$ cat src/rtl/sdram_rr_arb_if.sv
// Channel-side and SDRAM-side handshake bundle for the round-robin SDRAM arbiter.
// The arbiter takes the master modport; the channel/SDRAM environment takes slave.
interface sdram_rr_arb_if #(
  parameter int NUM_CH = 2,
  parameter int ADDR_W = 20
);
  logic [NUM_CH-1:0] ch_req;
  logic [NUM_CH-1:0] ch_dir;
  logic [NUM_CH-1:0] ch_clr;
  logic [NUM_CH-1:0] ch_done;
  logic [ADDR_W-1:0] sdram_addr;
  logic              write_req;
  logic              read_req;
  logic              write_ack;
  logic              read_ack;
  logic              err;

  modport master (
    input  ch_req, ch_dir, ch_clr, write_ack, read_ack,
    output ch_done, sdram_addr, write_req, read_req, err
  );

  modport slave (
    output ch_req, ch_dir, ch_clr, write_ack, read_ack,
    input  ch_done, sdram_addr, write_req, read_req, err
  );
endinterface

$ cat src/rtl/sdram_rr_arb.sv
// Round-robin burst arbiter: NUM_CH channels share one SDRAM burst port, each with its own
// address region and running offset. Optional watchdog enabled by macro SDRAM_ARB_TIMEOUT_EN.
module sdram_rr_arb #(
  parameter int NUM_CH      = 2,
  parameter int ADDR_W      = 20,
  parameter int REGION_W    = 18,
  parameter int BURST_LEN   = 256,
  parameter int TIMEOUT_CYC = 1023
) (
  input  logic            S_CLK,
  input  logic            RST_N,
  sdram_rr_arb_if.master  bus
);

  localparam int SEL_W = (NUM_CH > 1) ? $clog2(NUM_CH) : 1;

  if (REGION_W + $clog2(NUM_CH) > ADDR_W) begin : g_bad_region
    $error("sdram_rr_arb: channel regions do not fit in ADDR_W");
  end
  if (BURST_LEN < 1 || (BURST_LEN & (BURST_LEN - 1)) != 0 || BURST_LEN >= (1 << REGION_W)) begin : g_bad_burst
    $error("sdram_rr_arb: BURST_LEN must be a power of two below 2**REGION_W");
  end
  if (TIMEOUT_CYC < 1) begin : g_bad_timeout
    $error("sdram_rr_arb: TIMEOUT_CYC must be at least 1");
  end

  typedef enum logic [1:0] {IDLE, REQ, DONE} state_t;

  state_t              state_q, state_d;
  logic [SEL_W-1:0]    sel_q, sel_d;
  logic [SEL_W-1:0]    rr_q, rr_d;
  logic                dir_q, dir_d;
  logic [ADDR_W-1:0]   addr_q, addr_d;
  logic                wr_q, wr_d;
  logic                rd_q, rd_d;
  logic [NUM_CH-1:0]   done_q, done_d;
  logic [REGION_W-1:0] offset_q [NUM_CH];

  logic                found;
  logic [SEL_W-1:0]    win;
  logic [SEL_W-1:0]    sel_next;
  logic                ack_match;

`ifdef SDRAM_ARB_TIMEOUT_EN
  localparam int WD_W = $clog2(TIMEOUT_CYC + 1);
  logic [WD_W-1:0] wd_q, wd_d;
  logic            err_q, err_d;
  logic            timeout;
  assign timeout = (wd_q == WD_W'(TIMEOUT_CYC - 1));
`endif

  // Winner search starts at rr_ptr and wraps modulo NUM_CH.
  always_comb begin
    found = 1'b0;
    win   = '0;
    for (int k = 0; k < NUM_CH; k++) begin
      int idx;
      idx = (int'(rr_q) + k) % NUM_CH;
      if (!found && bus.ch_req[SEL_W'(idx)]) begin
        found = 1'b1;
        win   = SEL_W'(idx);
      end
    end
  end

  assign sel_next  = (sel_q == SEL_W'(NUM_CH - 1)) ? '0 : sel_q + 1'b1;
  assign ack_match = dir_q ? bus.write_ack : bus.read_ack;

  always_comb begin
    state_d = state_q;
    sel_d   = sel_q;
    rr_d    = rr_q;
    dir_d   = dir_q;
    addr_d  = addr_q;
    wr_d    = wr_q;
    rd_d    = rd_q;
    done_d  = '0;
`ifdef SDRAM_ARB_TIMEOUT_EN
    wd_d    = '0;
    err_d   = 1'b0;
`endif
    unique case (state_q)
      IDLE: begin
        if (found) begin
          sel_d   = win;
          dir_d   = bus.ch_dir[win];
          addr_d  = (ADDR_W'(win) << REGION_W) + ADDR_W'(offset_q[win]);
          wr_d    = bus.ch_dir[win];
          rd_d    = ~bus.ch_dir[win];
          state_d = REQ;
        end
      end
      REQ: begin
        if (ack_match) begin
          wr_d    = 1'b0;
          rd_d    = 1'b0;
          done_d  = NUM_CH'(1) << sel_q;
          state_d = DONE;
        end
`ifdef SDRAM_ARB_TIMEOUT_EN
        else if (timeout) begin
          // Abort: drop the burst, keep the offset, and let the next channel in.
          wr_d    = 1'b0;
          rd_d    = 1'b0;
          err_d   = 1'b1;
          rr_d    = sel_next;
          state_d = IDLE;
        end else begin
          wd_d    = wd_q + 1'b1;
        end
`endif
      end
      DONE: begin
        rr_d    = sel_next;
        state_d = IDLE;
      end
      default: state_d = IDLE;
    endcase
  end

  always_ff @(posedge S_CLK or negedge RST_N) begin
    if (!RST_N) begin
      state_q <= IDLE;
      sel_q   <= '0;
      rr_q    <= '0;
      dir_q   <= 1'b0;
      addr_q  <= '0;
      wr_q    <= 1'b0;
      rd_q    <= 1'b0;
      done_q  <= '0;
`ifdef SDRAM_ARB_TIMEOUT_EN
      wd_q    <= '0;
      err_q   <= 1'b0;
`endif
    end else begin
      state_q <= state_d;
      sel_q   <= sel_d;
      rr_q    <= rr_d;
      dir_q   <= dir_d;
      addr_q  <= addr_d;
      wr_q    <= wr_d;
      rd_q    <= rd_d;
      done_q  <= done_d;
`ifdef SDRAM_ARB_TIMEOUT_EN
      wd_q    <= wd_d;
      err_q   <= err_d;
`endif
    end
  end

  // Offsets advance while in DONE; a same-cycle clear takes priority.
  always_ff @(posedge S_CLK or negedge RST_N) begin
    if (!RST_N) begin
      for (int i = 0; i < NUM_CH; i++) offset_q[i] <= '0;
    end else begin
      for (int i = 0; i < NUM_CH; i++) begin
        if (bus.ch_clr[i])
          offset_q[i] <= '0;
        else if (state_q == DONE && sel_q == SEL_W'(i))
          offset_q[i] <= offset_q[i] + REGION_W'(BURST_LEN);
      end
    end
  end

  assign bus.write_req  = wr_q;
  assign bus.read_req   = rd_q;
  assign bus.sdram_addr = addr_q;
  assign bus.ch_done    = done_q;
`ifdef SDRAM_ARB_TIMEOUT_EN
  assign bus.err        = err_q;
`else
  assign bus.err        = 1'b0;
`endif

endmodule

$ cat src/flat_wrapper.sv
// flat-port wrapper written by rule: the top's interface ports become plain ports
module sdram_rr_arb_flat 
#(
  parameter int NUM_CH      = 2,
  parameter int ADDR_W      = 20,
  parameter int REGION_W    = 18,
  parameter int BURST_LEN   = 256,
  parameter int TIMEOUT_CYC = 1023
)
  (S_CLK, RST_N, bus_ch_req, bus_ch_dir, bus_ch_clr, bus_write_ack, bus_read_ack, bus_ch_done, bus_sdram_addr, bus_write_req, bus_read_req, bus_err);
  sdram_rr_arb_if #(.NUM_CH(NUM_CH), .ADDR_W(ADDR_W)) bus_i ();
  input  logic S_CLK;
  input  logic RST_N;
  input wire logic [$bits(bus_i.ch_req)-1:0] bus_ch_req;
  input wire logic [$bits(bus_i.ch_dir)-1:0] bus_ch_dir;
  input wire logic [$bits(bus_i.ch_clr)-1:0] bus_ch_clr;
  input wire logic [$bits(bus_i.write_ack)-1:0] bus_write_ack;
  input wire logic [$bits(bus_i.read_ack)-1:0] bus_read_ack;
  output wire logic [$bits(bus_i.ch_done)-1:0] bus_ch_done;
  output wire logic [$bits(bus_i.sdram_addr)-1:0] bus_sdram_addr;
  output wire logic [$bits(bus_i.write_req)-1:0] bus_write_req;
  output wire logic [$bits(bus_i.read_req)-1:0] bus_read_req;
  output wire logic [$bits(bus_i.err)-1:0] bus_err;
  assign bus_i.ch_req = bus_ch_req;
  assign bus_i.ch_dir = bus_ch_dir;
  assign bus_i.ch_clr = bus_ch_clr;
  assign bus_i.write_ack = bus_write_ack;
  assign bus_i.read_ack = bus_read_ack;
  assign bus_ch_done = bus_i.ch_done;
  assign bus_sdram_addr = bus_i.sdram_addr;
  assign bus_write_req = bus_i.write_req;
  assign bus_read_req = bus_i.read_req;
  assign bus_err = bus_i.err;
  sdram_rr_arb #(.NUM_CH(NUM_CH), .ADDR_W(ADDR_W), .REGION_W(REGION_W), .BURST_LEN(BURST_LEN), .TIMEOUT_CYC(TIMEOUT_CYC)) u_core (.S_CLK(S_CLK), .RST_N(RST_N), .bus(bus_i));
endmodule
$ cat config.mk
export PLATFORM = sky130hd
export DESIGN_NAME = sdram_rr_arb_flat
export DESIGN_NICKNAME = d
export VERILOG_FILES = /design/src/rtl/sdram_rr_arb_if.sv /design/src/rtl/sdram_rr_arb.sv /design/src/flat_wrapper.sv
export SDC_FILE = /design/constraint.sdc
export NUM_CORES = 1
export LEC_CHECK = 0
export CAP_MARGIN = 20
export CORE_ASPECT_RATIO = 0.5
export CORE_MARGIN = 5
export CORE_UTILIZATION = 29
export CTS_BUF_LIST = sky130_fd_sc_hd__clkbuf_16
export CTS_CLUSTER_SIZE = 20
export DETAILED_ROUTE_END_ITERATION = 12
export GPL_TIMING_DRIVEN = 0
export SLEW_MARGIN = 15
export SYNTH_ARGS = -nofsm -noshare
export SYNTH_HDL_FRONTEND = slang
export SYNTH_SLANG_ARGS = --single-unit
$ cat constraint.sdc
create_clock -name S_CLK -period 2.5 [get_ports S_CLK]
set_input_delay 0.5 -clock S_CLK [delete_from_list [all_inputs] [get_ports S_CLK]]
set_output_delay 0.5 -clock S_CLK [all_outputs]
set_load 0.01 [all_outputs]
==> summary.md, run 1 <==
| Metric | Value |
|---|---|
| Status | complete, no violations |
| 1st-pass router iterations | 4 |
| Root Buffer | clkbuf_16 |
| Clock share of power | 32.4% |
| Worst r2r src | u_core.bus.sdram_addr[18] |
| PD cells | 738 mW/mm^2 |
| Top Metal Used | met4 |
| Pre-CTS WS | 0.188 ns |
| Postcts setup bufs | 0 |
| EDFF count, synth | 0 |
| Final setup TNS | 0 ns |
| Top cell type by total area after synthesis | dfrtp_1 |
| Synth Area per Inst | 9.93 sq um |
| Slew margin rel. | 52.1% |
| CP endpoint kind | flop |
| RSZ-0062 raised after global routing | no |
| Num CTS Buffers | 5 |
| Maximum VDD drop | 266 uV |
| Most used DFF post-synth | dfrtp_1 |
| I/O pins | 35 |
| Layout area overhead | 27.7% |
| Reg2reg path depth | 5 |
| Die height | 67.9 um |
| Layout cells sized above 1 | 11.8% |
| Final Slew Violations | 0 |
| Hold Slack | 0.162 ns |
| Nets | 248 |
| H-tree levels | 2 |
| Met2 routed WL | 1940 um |
| NetSw | 0.535 mW |
| Clk buf depth | 2 |
| Crit path to | u_core.bus.sdram_addr[17] |
| CTS tree | yes |
| Vias per Instance | 4.64 |
| Most used standard cell by instance count after synthesis | dfrtp_1 |
| Diodes inserted | 0 |
| Final ANT Viol Nets | 0 |
| Crit path from | bus_ch_req[0] |
| Leak Pwr | 1.11 nW |
| Number of max-cap violations | 0 |
| Worst reg2reg endpoint | u_core.offset_q[35] |
| Startpoint types | input pin |
| Post-CTS Resized | 0 |
| Congestion Overflow GR | 0 |
| Sw Share | 29.2% |
| Die W | 126 um |
| Area share of the largest cell type after synthesis | 50.1% |
| Post-CTS Hold Buffers | 0 |
| Kind of critical path | in2reg |
| TritonCTS sink count | 39 |
| Routed WL | 4090 um |
| Worst Path Required | 2.64 ns |
| P_int | 1.30 mW |
| Critical path arrival | 2.14 ns |
| Vias in the first global route | 1,555 |
| Fmax | 0.501 GHz |
| IO buf count | 23 |
| Wire length on met3 | 207 um |
| Comb pwr share | 26.8% |
| Wire per inst | 12.4 um |
| Antenna violations before repair | 0 |
| Metal-1 WL | 1890 um |
| Flop pwr share | 40.9% |
| Synthesized flop and latch total | 39 |
| Clock input transition at the sequential cells of the worst setup and hold paths | 0.05 ns |
| Commonest cells in the netlist | 39 x dfrtp_1, 27 x nand2_1, 14 x mux2i_1, 14 x o21ai_0 |
| Worst slew pin tran | 0.718 ns |
| Hold/Removal Path Class | in2async |
| Row count | 21 |
| Tmin final | 1.99 ns |
| Synth Cell Area | 0.00195 sq mm |
| Die area | 0.00855 sq mm |
| Gpl congestion | 0.749 |
| First-pass GRT wire length | 7180 um |
| Largest net degree at the start of global routing | 24 |
| Fill cells | 667 |
| CP Max Fanout | 10 |
| Async S/R FF share, synth | 100% |
| Core Footprint | 0.00660 sq mm |
| Top cells by area, synth | dfrtp_1 50%, mux2i_1 7.2%, nand2_1 5.2%, buf_4 4.6%, o21ai_0 3.6% |
| Setup violators final | 0 |
| Synthesized instance count | 196 |
| Setup ws final | 0.506 ns |
| Warnings, synthesis | 0 |
| DR iter-0 viols | 60 |
| DRC viols | 0 |
| Netlist cell types | 33 |
| Dpl hpwl | 3070 um |
| Via count | 1,527 |
| Final Skew | 0.00287 ns |
| Worst-skew pair later-pin latency | 0.28 ns |
| Final hold violation count | 0 |
| GRT Total Usage | 10.4% |
| Reg2reg setup slack | 0.60 ns |
| Post-synthesis sequential area ratio | 50.1% |
| Fin crit share | 79.8% |
| Starting Density | 29.5% |
[worst max-delay path: stages]
cell and delay (ns):
clkdlybuf4s50_1 0.52, or3b_2 0.45, clkbuf_1 0.17, clkbuf_1 0.28, nand2_1 0.13, o21ai_0 0.09
[metrics by stage]
| step | utilization (%) | std cells | power [mW] | area, sq um |
|---|---|---|---|---|
| final | 37.7 | 329 | 1.83 | 2490 |
| after global routing | 37.7 | 329 | 1.93 | 2490 |
| after CTS | 37.7 | 329 | 1.86 | 2490 |
| after detailed placement | 35.6 | 321 | 1.26 | 2350 |
| after global placement | 35.3 | 320 | 1.24 | 2330 |
| after floorplan | - | 205 | 1.08 | 1980 |
[cells in the final DEF (no fill, tap or decap), types with 2 or more instances in the layout]
master,synthesis,final
xnor2_1,3,3
ha_1,2,2
mux2_2,4,4
o31ai_1,6,6
a21oi_1,12,12
clkbuf_16,0,5
nor4_1,4,4
nand2_1,27,27
inv_1,4,6
nand4_1,3,3
conb_1,1,10
buf_2,2,3
nor3b_1,3,3
mux2i_1,14,14
dfrtp_1,39,39
nand3_1,3,3
o21ai_0,14,14
clkbuf_1,6,6
nor2_1,11,11
nor2b_1,5,5
or4_1,6,6
buf_4,12,12
clkdlybuf4s50_1,0,22
or3_1,4,4
[kinds of logic (layout without fill, tap and decap cells)]
kind of cell / count (synthesis) / in the layout / synth area share, %
compound gates: 34 / 34 / 9.77
xor+xnor: 4 / 4 / 1.80
fa+ha+maj: 2 / 2 / 1.29
buf+inv: 25 / 57 / 7.65
flops: 39 / 39 / 50.1
mux: 18 / 18 / 9.51
other cells: 1 / 10 / 0.193
simple gates: 73 / 73 / 19.7
[worst min path at each step]
| stage | from | endpoint | slack, ns |
|---|---|---|---|
| after floorplan | RST_N | u_core.bus.ch_done[0] | 0.20 |
| after global placement | u_core.bus.sdram_addr[16] | u_core.bus.sdram_addr[16] | 0.47 |
| after detailed placement | RST_N | u_core.offset_q[15] | 0.47 |
| after CTS | RST_N | u_core.offset_q[15] | 0.17 |
| after global routing | RST_N | u_core.offset_q[15] | 0.20 |
| final | RST_N | u_core.offset_q[15] | 0.16 |
[registers in the layout, summed over array words and instances, names as in the netlist]
signal / cells
u_core.offset_q: 20
u_core.bus.sdram_addr: 11
u_core.bus.ch_done: 2
u_core.state_q: 2
u_core.bus.read_req: 1
u_core.bus.write_req: 1
u_core.dir_q: 1
u_core.rr_q: 1
[power by group through the flow]
stage,Sequential (mW),Combinational [mW],Clock [mW]
after CTS,0.752,0.499,0.608
after detailed placement,0.763,0.498,0
after global routing,0.761,0.545,0.626
after floorplan,0.767,0.310,0
after global placement,0.760,0.485,0
final,0.750,0.491,0.594
[per-layer routing]
metal | up-vias | GRT usage [%]
met5 | - | 0
met4 | 0 | 3.61
met3 | 8 | 3.04
met2 | 33 | 18.4
met1 | 736 | 12.4
li1 | 750 | -
[area by class of cell]
cell class / count / area (sq um) / area share, %
buffer: 21 / 134 / 5.38
clock buffer: 5 / 125 / 5.03
clock inverter: 3 / 12.5 / 0.503
inverter: 4 / 15.0 / 0.604
multi-input combinational: 141 / 856 / 34.4
sequential: 39 / 976 / 39.3
tap: 92 / 115 / 4.63
timing repair buffer: 24 / 253 / 10.2
Note: power is estimated with default switching activity, not from simulation.
==> run 2, diff against run 1 <==
- clock period: 2.5 -> 1.75 ns (I/O delays scaled with it)
==> summary.md, run 2 (synthesis gave the netlist of run 1 again) <==
| Metric | Value |
|---|---|
| Fmax | 0.579 GHz |
| Routed WL | 4240 um (was 4090 um) |
| Die height | 67.9 um (unchanged) |
| Nets | 247 (was 248) |
| Pre-CTS WS | -0.412 ns (was 0.188 ns) |
| Hold/Removal Path Class | in2async (unchanged) |
| Starting Density | 29.5% (unchanged) |
| Post-CTS Hold Buffers | 0 (unchanged) |
| Reg with most FFs | u_core.offset_q (unchanged) |
| DR iter-0 viols | 88 (was 60) |
| Setup violators final | 0 (unchanged) |
| Status | complete, no violations (unchanged) |
| Via count | 1,530 (was 1,527) |
| Num CTS Buffers | 5 (unchanged) |
| Final setup TNS | 0 ns (unchanged) |
| PD cells | 1050 mW/mm^2 (was 738 mW/mm^2) |
| Met2 routed WL | 2070 um (was 1940 um) |
| Setup ws final | 0.0219 ns (was 0.506 ns) |
| Worst-skew pair later-pin latency | 0.28 ns (about the same) |
| Diodes inserted | 0 (unchanged) |
| Worst Path Required | 1.91 ns (was 2.64 ns) |
| Final Power | 2.67 mW (was 1.83 mW) |
| Maximum VDD drop | 382 uV (was 266 uV) |
| Final hold violation count | 0 (unchanged) |
| Core Footprint | 0.00660 sq mm (unchanged) |
| Vias per Instance | 4.66 (was 4.64) |
| Antenna violations before repair | 0 (unchanged) |
| Die W | 126 um (unchanged) |
| H-tree levels | 2 (unchanged) |
| 1st-pass router iterations | 4 (unchanged) |
| Largest net degree at the start of global routing | 24 (unchanged) |
| Slowest cell on the critical path | or3b_4 (was clkdlybuf4s50_1) |
| GRT Total Usage | 10.6% (was 10.4%) |
| Fin crit share | 98.7% |
| Kind of critical path | reg2reg (was in2reg) |
| Clock input transition at the sequential cells of the worst setup and hold paths | 0.05 ns (about the same) |
| Top Metal Used | met4 (unchanged) |
| Startpoint types | flop (was input pin) |
| CTS tree | yes (unchanged) |
| Metal-1 WL | 1890 um (about the same) |
| Root Buffer | clkbuf_16 (unchanged) |
| CP Cell Sequence | buf_6 > or3b_4 > nor4_4 > mux2_4 (was clkdlybuf4s50_1 > or3b_2 > clkbuf_1 > clkbuf_1 > nand2_1 > o21ai_0) |
| Leak Pwr | 1.15 nW (was 1.11 nW) |
| Max FFs per register | 20 (unchanged) |
| RSZ-0062 raised after global routing | yes (was no) |
| Final Slew Violations | 0 (unchanged) |
| First-pass GRT wire length | 7300 um (was 7180 um) |
| Most frequent cells in the layout | 39 x dfrtp_1, 26 x nand2_1, 22 x clkdlybuf4s50_1 (was 39 x dfrtp_1, 27 x nand2_1, 22 x clkdlybuf4s50_1) |
| CP endpoint kind | flop (unchanged) |
| Vias in the first global route | 1,553 (was 1,555) |
| Placed inst area | 0.00235 sq mm (unchanged) |
| Congestion Overflow GR | 0 (unchanged) |
| TritonCTS sink count | 39 (unchanged) |
| Final Cell Area | 0.00255 sq mm (was 0.00249 sq mm) |
| Dpl hpwl | 3070 um (unchanged) |
| Wire length on met3 | 241 um (was 207 um) |
| Fill cells | 658 (was 667) |
| Clk buf depth | 2 (unchanged) |
| Row count | 21 (unchanged) |
| Final Skew | 0.00216 ns (was 0.00287 ns) |
| Die area | 0.00855 sq mm (unchanged) |
| Final ANT Viol Nets | 0 (unchanged) |
| CP Max Fanout | 10 (unchanged) |
| Gpl congestion | 0.749 (unchanged) |
| Most common cell after layout, fill and taps aside | dfrtp_1 (unchanged) |
| Layout cells sized above 1 | 15.3% (was 11.8%) |
| Slowest stage delay, CP | 0.46 ns (was 0.52 ns) |
| Number of max-cap violations | 0 (unchanged) |
| DRC viols | 0 (unchanged) |
| Layout area overhead | 31.0% (was 27.7%) |
| IO buf count | 23 (unchanged) |
| Wire per inst | 12.9 um (was 12.4 um) |
| Critical path arrival | 1.89 ns (was 2.14 ns) |
| I/O pins | 35 (unchanged) |
| Tmin final | 1.73 ns |
[run 2: cell types whose count changed in the layout (fill, tap and decap cells not counted), sizes merged]
cell    before  now
buf         17   20
clkbuf      11    7
[run 2: timing repair]
action / 4_1_cts / 5_1_grt
pin swaps: 3 / 1
resized for setup: 13 / 7
endpoints found under the setup margin: 17 / 18
buffers inserted: 1 / 1
[run 2: layout make-up]
cell class,instances,area (sq um),share of cell area (%)
Sequential cell,39,976,38.3
Buffer,18,135,5.30
Clock buffer,5,125,4.91
Multi-Input combinational cell,141,903,35.4
Tap cell,92,115,4.51
Timing Repair Buffer,26,268,10.5
Inverter,4,15.0,0.589
Clock inverter,3,12.5,0.491
[run 2: metal layers]
layer	vias to the layer above	GRT usage (%)
met2	36	18.9
li1	748	-
met5	-	0
met1	740	12.7
met3	6	3.04
met4	0	3.61
[run 2: where the power goes]
| group | switching (mW) | internal [mW] |
|---|---|---|
| Sequential | 0.0675 | 1.01 |
| Clock | 0.335 | 0.514 |
| Combinational | 0.380 | 0.369 |
[run 2: worst paths after layout]
path,startpoint,endpoint,slack (ns),cells past startpoint
min reg2reg,u_core.bus.sdram_addr[13],u_core.bus.sdram_addr[13],0.48,2
max in group asynchronous,RST_N,u_core.bus.sdram_addr[8],1.27,2
max reg2reg,u_core.state_q[0],u_core.offset_q[33],0.02,4
min,RST_N,u_core.offset_q[15],0.01,1
min in group S_CLK,u_core.bus.sdram_addr[13],u_core.bus.sdram_addr[13],0.48,2
max,u_core.state_q[0],u_core.offset_q[33],0.02,4
[run 2: critical path: cells and delay by family (launching register included)]
kind	cells	cell delay [ns]
simple gates	2	0.78
mux	1	0.33
buf+inv	1	0.13
flops	1	0.37
[run 2: through the flow]
step           util (%)  std cells  hold WS (ns)
2_1_floorplan         -        205        0.0544
3_3_place_gp       35.3        320         0.469
5_1_grt            38.7        328        0.0480
3_5_place_dp       35.6        321         0.322
4_1_cts            38.6        329        0.0236
6_report           38.7        328        0.0135
